## src/rtl/mips_div_pkg.sv

```systemverilog
// rtl/mips_div_pkg.sv - shared types and constants for the iterative divide sequencer
package mips_div_pkg;

    localparam int DIV_WIDTH = 32;
    localparam int CNT_W     = $clog2(DIV_WIDTH);

    localparam logic [DIV_WIDTH-1:0] DIV0_QUOT = {DIV_WIDTH{1'b1}};

    // result_o layout: HI (remainder) in the upper half, LO (quotient) in the lower half
    localparam int RES_LO_LSB = 0;
    localparam int RES_LO_MSB = DIV_WIDTH - 1;
    localparam int RES_HI_LSB = DIV_WIDTH;
    localparam int RES_HI_MSB = 2 * DIV_WIDTH - 1;

    typedef enum logic [1:0] {
        S_IDLE = 2'd0,
        S_BUSY = 2'd1,
        S_DONE = 2'd2
    } div_state_e;

endpackage

```

## src/rtl/div_step.sv

```systemverilog
// rtl/div_step.sv - one combinational radix-2 restoring divide iteration
module div_step #(
    parameter int WIDTH = 32
) (
    input  logic [WIDTH-1:0] rem_i,
    input  logic [WIDTH-1:0] sreg_i,
    input  logic [WIDTH-1:0] div_i,
    output logic [WIDTH-1:0] rem_o,
    output logic [WIDTH-1:0] sreg_o
);

    logic [WIDTH:0] shifted;
    logic [WIDTH:0] trial;
    logic           qbit;

    // rem < div on entry, so a non-negative trial always fits in WIDTH bits
    always_comb begin
        shifted = {rem_i, sreg_i[WIDTH-1]};
        trial   = shifted - {1'b0, div_i};
        qbit    = ~trial[WIDTH];
        rem_o   = qbit ? trial[WIDTH-1:0] : shifted[WIDTH-1:0];
        sreg_o  = {sreg_i[WIDTH-2:0], qbit};
    end

endmodule

```

## src/rtl/div_ctrl.sv

```systemverilog
// rtl/div_ctrl.sv - EX-stage iterative DIV/DIVU sequencer with pipeline stall and HI/LO result
// Optional DIV_EARLY_OUT_EN: finish in one cycle when |a| < |b|.
module div_ctrl
    import mips_div_pkg::*;
#(
    parameter int WIDTH = DIV_WIDTH
) (
    input  logic               clk,
    input  logic               rst,
    input  logic               start_i,
    input  logic               signed_i,
    input  logic [WIDTH-1:0]   a_i,
    input  logic [WIDTH-1:0]   b_i,
    input  logic               annul_i,
    output logic               stall_o,
    output logic               busy_o,
    output logic               ready_o,
    output logic [2*WIDTH-1:0] result_o
);

    localparam int CW = $clog2(WIDTH);

    div_state_e         state_q, state_d;
    logic [CW-1:0]      cnt_q, cnt_d;
    logic [WIDTH-1:0]   rem_q, rem_d;
    logic [WIDTH-1:0]   sreg_q, sreg_d;
    logic [WIDTH-1:0]   div_q, div_d;
    logic               neg_q_q, neg_q_d;
    logic               neg_r_q, neg_r_d;
    logic [2*WIDTH-1:0] result_q, result_d;
    logic               ready_q, ready_d;
    logic               busy_q, busy_d;

    logic [WIDTH-1:0]   abs_a, abs_b;
    logic [WIDTH-1:0]   step_rem, step_sreg;
    logic [WIDTH-1:0]   fix_q, fix_r;

    div_step #(.WIDTH(WIDTH)) u_step (
        .rem_i  (rem_q),
        .sreg_i (sreg_q),
        .div_i  (div_q),
        .rem_o  (step_rem),
        .sreg_o (step_sreg)
    );

    always_comb begin
        abs_a = (signed_i && a_i[WIDTH-1]) ? -a_i : a_i;
        abs_b = (signed_i && b_i[WIDTH-1]) ? -b_i : b_i;
        fix_q = neg_q_q ? -step_sreg : step_sreg;
        fix_r = neg_r_q ? -step_rem  : step_rem;

        state_d  = state_q;
        cnt_d    = cnt_q;
        rem_d    = rem_q;
        sreg_d   = sreg_q;
        div_d    = div_q;
        neg_q_d  = neg_q_q;
        neg_r_d  = neg_r_q;
        result_d = result_q;

        case (state_q)
            S_IDLE: begin
                if (start_i && !annul_i) begin
                    rem_d   = '0;
                    sreg_d  = abs_a;
                    div_d   = abs_b;
                    cnt_d   = '0;
                    neg_q_d = signed_i & (a_i[WIDTH-1] ^ b_i[WIDTH-1]);
                    neg_r_d = signed_i & a_i[WIDTH-1];
                    if (b_i == '0) begin
                        state_d  = S_DONE;
                        result_d = {a_i, {WIDTH{1'b1}}};
                    end
`ifdef DIV_EARLY_OUT_EN
                    else if (abs_a < abs_b) begin
                        state_d  = S_DONE;
                        result_d = {a_i, {WIDTH{1'b0}}};
                    end
`endif
                    else begin
                        state_d = S_BUSY;
                    end
                end
            end
            S_BUSY: begin
                rem_d  = step_rem;
                sreg_d = step_sreg;
                cnt_d  = cnt_q + 1'b1;
                if (cnt_q == CW'(WIDTH - 1)) begin
                    state_d  = S_DONE;
                    result_d = {fix_r, fix_q};
                end
            end
            // start_i here still belongs to the instruction that is completing
            S_DONE:  state_d = S_IDLE;
            default: state_d = S_IDLE;
        endcase

        if (annul_i) begin
            state_d  = S_IDLE;
            result_d = result_q;
        end

        ready_d = (state_d == S_DONE);
        busy_d  = (state_d != S_IDLE);
    end

    always_ff @(posedge clk or posedge rst) begin
        if (rst) begin
            state_q  <= S_IDLE;
            cnt_q    <= '0;
            rem_q    <= '0;
            sreg_q   <= '0;
            div_q    <= '0;
            neg_q_q  <= 1'b0;
            neg_r_q  <= 1'b0;
            result_q <= '0;
            ready_q  <= 1'b0;
            busy_q   <= 1'b0;
        end else begin
            state_q  <= state_d;
            cnt_q    <= cnt_d;
            rem_q    <= rem_d;
            sreg_q   <= sreg_d;
            div_q    <= div_d;
            neg_q_q  <= neg_q_d;
            neg_r_q  <= neg_r_d;
            result_q <= result_d;
            ready_q  <= ready_d;
            busy_q   <= busy_d;
        end
    end

    assign stall_o  = !annul_i && ((state_q == S_IDLE && start_i) || state_q == S_BUSY);
    assign busy_o   = busy_q;
    assign ready_o  = ready_q;
    assign result_o = result_q;

endmodule

```

## config.mk

```make
export PLATFORM = sky130hd
export DESIGN_NAME = div_ctrl
export DESIGN_NICKNAME = d
export VERILOG_FILES = /design/src/rtl/mips_div_pkg.sv /design/src/rtl/div_step.sv /design/src/rtl/div_ctrl.sv
export SDC_FILE = /design/constraint.sdc
export NUM_CORES = 1
export LEC_CHECK = 0
export CORE_ASPECT_RATIO = 1.1
export CORE_MARGIN = 8
export CORE_UTILIZATION = 50
export DETAILED_ROUTE_END_ITERATION = 8
export PLACE_DENSITY = 0.81
export SYNTH_ARGS = -nofsm -noshare
export SYNTH_HDL_FRONTEND = slang
export SYNTH_SLANG_ARGS = --single-unit
```

## constraint.sdc

```tcl
create_clock -name clk -period 13.9 [get_ports clk]
set_input_delay 1.39 -clock clk [delete_from_list [all_inputs] [get_ports clk]]
set_output_delay 1.39 -clock clk [all_outputs]
set_load 0.05 [all_outputs]
```

==> results by group <==
Status
  – Status: finished, final reports clean

Synth
  – Ranking of synthesized cells by area: dfrtp_1, o21ai_0, a21oi_1, xor2_1, nand2_1
  – Compound-Gate Fraction of Synth Area: 0.2348
  – Synth Area in Simple Gates: 0.2063
  – Netlist Area Pre-Place: 12360 um^2
  – Post-Synth Adder-Cell Area: 0.04008
  – Area leader, netlist: dfrtp_1
  – FFs w/ async S/R, synth: 1.000
  – Syn nets: about 1600
  – Synth Register Bits: roughly 170
  – Mapped Cells: 1538
  – Number of enable flip-flop cells after synthesis: 0
  – Ys flop type: dfrtp_1
  – Mux contribution to synthesized area: 0.03796
  – Largest family of logic cells by synthesized area: compound AO/OA/AOI/OAI gates
  – Post-synth cell types: between 70 and 80
  – Sequential share of the synthesized area: 0.3462
  – Mapped Avg Cell Area: 8.038 um^2
  – Post-Synth XOR/XNOR Area: 0.08715
  – Synth warn: 0
  – Share of the synthesized area in the top cell type: 0.3462

Clocking
  – Hold_buf cts: 0
  – Post-CTS Setup Bufs: 0
  – Clk_lat worst skew: 450 ps
  – Clock Sinks: 171
  – Clk slew on worst S/H paths: 70 ps
  – Num CTS Buffers: 17
  – H-tree depth: 4
  – CTS tree: done
  – Post_cts resized: 0
  – Clock Path Buffers: 2
  – CTS root buffer: clkbuf_16

Critical path
  – Crit Path Max Fanout: 33
  – Crit path DAT: 5900 ps
  – Critical path capture point type: output port
  – Required time worst endpoint: 12510 ps
  – Critical Path Start Type: input pin
  – Kind of critical path: in -> out

Run
  – Max cap viols: 0

Layout
  – Layout cell share with drive strength beyond 1: 0.04361
  – Most common cell after layout, fill and taps aside: dfrtp_1
  – Layout area overhead: 16.84%
  – Ant diodes: 0
  – Commonest cells after routing, fill and taps aside: dfrtp_1, nand2_1, o21ai_0
  – Final #Nets: 1723

STA
  – Min Tclk post-route: 7286 ps
  – Final Cycle Share: 0.5242
  – Final Setup Violations: 0
  – Rel. slew slack: 0.1678
  – Clock Skews: 13.32 ps
  – Final Hold Viols: 0
  – Setup TNS: 0 ps
  – Fmax: 137.3 MHz
  – Final Slew Violations: 0
  – RSZ-0062 raised after global routing: no
  – Worst Max-Slew Pin Slew: 1233 ps

Detailed routing
  – 1st-iter DRT viols: ~1100
  – Vias: 11850
  – Drt total wl: 36840 um
  – TritonRoute pass-1 iters: 5
  – Final ANT Viol Nets: 0
  – Drt wl/cell: ~19 um
  – Drt via density: 6.112
  – DRC: 0

Power
  – Tot Pwr: 2.863 mW
  – Peak supply drop: around 150 uV
  – Leak Pwr: just under 6 nW
  – PwrDens: 198.2 nW/um^2

Die
  – # IOs: 136
  – Die Wd: approximately 170 um
  – Die area: about 30000 um^2
  – Height of the die: 180.9 um
  – Core Box Area: approximately 24000 um^2
  – Num rows: 60
  – Initial cell density of the core: 0.5067

Global route
  – Largest net degree at the start of global routing: 113
  – First-pass GRT wire length: 59720 um
  – Total GRT Usage: 0.2420
  – Number of global-route vias before repair: 11610
  – Overflow after GRT: 0
  – Initial antenna violation count: 1

Placement
  – # port buffers: 135
  – Gpl congestion: approximately 1.1
  – Dpl hpwl: 27590 um

Worst hold path
  – Worst hold path class: reg -> reg
[area by class of cell]
cell class | instances | area (um^2)
fillers | 2140 | 9955
multi-input cells | 1228 | 7527
flip-flops and latches | 171 | 4279
repair buffers | 143 | 1411
clock buffers | 18 | 429.2
well taps | 310 | 387.9
inverters | 54 | 207.7
clock inverters | 14 | 201.4
[cells in the mapped netlist, types with 4 or more instances]
cell type  number
a211oi_1       12
a21boi_0        7
a21o_1          7
a21oi_1       142
a31o_2          4
a31oi_1        33
a41oi_1         4
and2_1          9
and3_1         19
and4_1         10
buf_2          14
buf_6           6
clkbuf_1       61
dfrtp_1       171
ha_1           38
inv_1          52
mux2_2          7
mux2i_1        39
nand2_1       169
nand2b_1       13
nand3_1        48
nand3b_1        4
nand4_1        10
nor2_1        128
nor2b_1         8
nor3_1         39
nor3b_1         4
nor4_1         18
o211ai_1        7
o21a_1         17
o21ai_0       164
o21ai_1        16
o22ai_1         6
o31ai_1        23
o41ai_1        11
or2_2           7
or3_1          22
or4_1          12
xnor2_1        48
xor2_1         75
[where the power goes]
| group | leakage, nW | internal [mW] | switching, mW |
|---|---|---|---|
| sequential | 2.12 | 0.593 | 0.143 |
| combinational | 3.51 | 0.610 | 0.999 |
| clock | 0.302 | 0.291 | 0.226 |
| total | 5.93 | 1.49 | 1.37 |
[logic make-up (layout without fill, tap and decap cells)]
family                     after synthesis  after routing
buffers and inverters                  139            229
adders and majority gates               39             39
and+or+nand+nor                        531            531
AOI/OAI and AO/OA                      489            489
DFF                                    171            171
muxes                                   46             46
xor gates and xnor gates               123            123
[sequential cells by signal (all words and copies together), names as in the netlist, 2 cells and up]
signal,flops
cnt_q,5
div_q,32
rem_q,32
result_o,64
sreg_q,32
state_q,2
[worst max-delay path, cell delays in order]
cell             delay, ps
clkdlybuf4s50_1        490
or4_4                  580
or4_1                  430
or4_1                  620
nand4bb_1              250
or3_1                  430
o21ai_1                190
nand2_2                400
inv_2                  150
or2_2                  140
clkdlybuf4s50_1        800
[stage by stage]
stage	std cells	util	cell area, um^2	setup slack (ps)	hold slack [ps]
2_1_floorplan	1538	-	12360	7878	449.8
3_3_place_gp	1906	0.5662	13810	6691	462.5
3_5_place_dp	1906	0.5662	13810	6621	471.6
4_1_cts	1938	0.5920	14440	6623	487.3
5_1_grt	1938	0.5920	14440	6367	502.7
6_report	1938	0.5920	14440	6614	480.6
[per-layer routing]
layer	wire, um	track usage
met2	17350	0.4023
met4	1471	0.1117
met1	15270	0.3040
met3	2730	0.04033
met5	13	0
[worst paths after layout]
kind / cells after the start / from / slack, ps / end
setup / recovery: 11 / b_i[12] / 6610 / stall_o
hold / removal: 2 / div_q[5] / 480 / div_q[5]
setup reg to reg: 21 / sreg_q[31] / 7970 / result_o[28]
hold reg to reg: 2 / div_q[5] / 480 / div_q[5]
max in group asynchronous: 3 / rst / 11000 / div_q[14]
min in group asynchronous: 2 / rst / 1540 / result_o[29]
No activity file was read; power rests on OpenSTA's default activity.
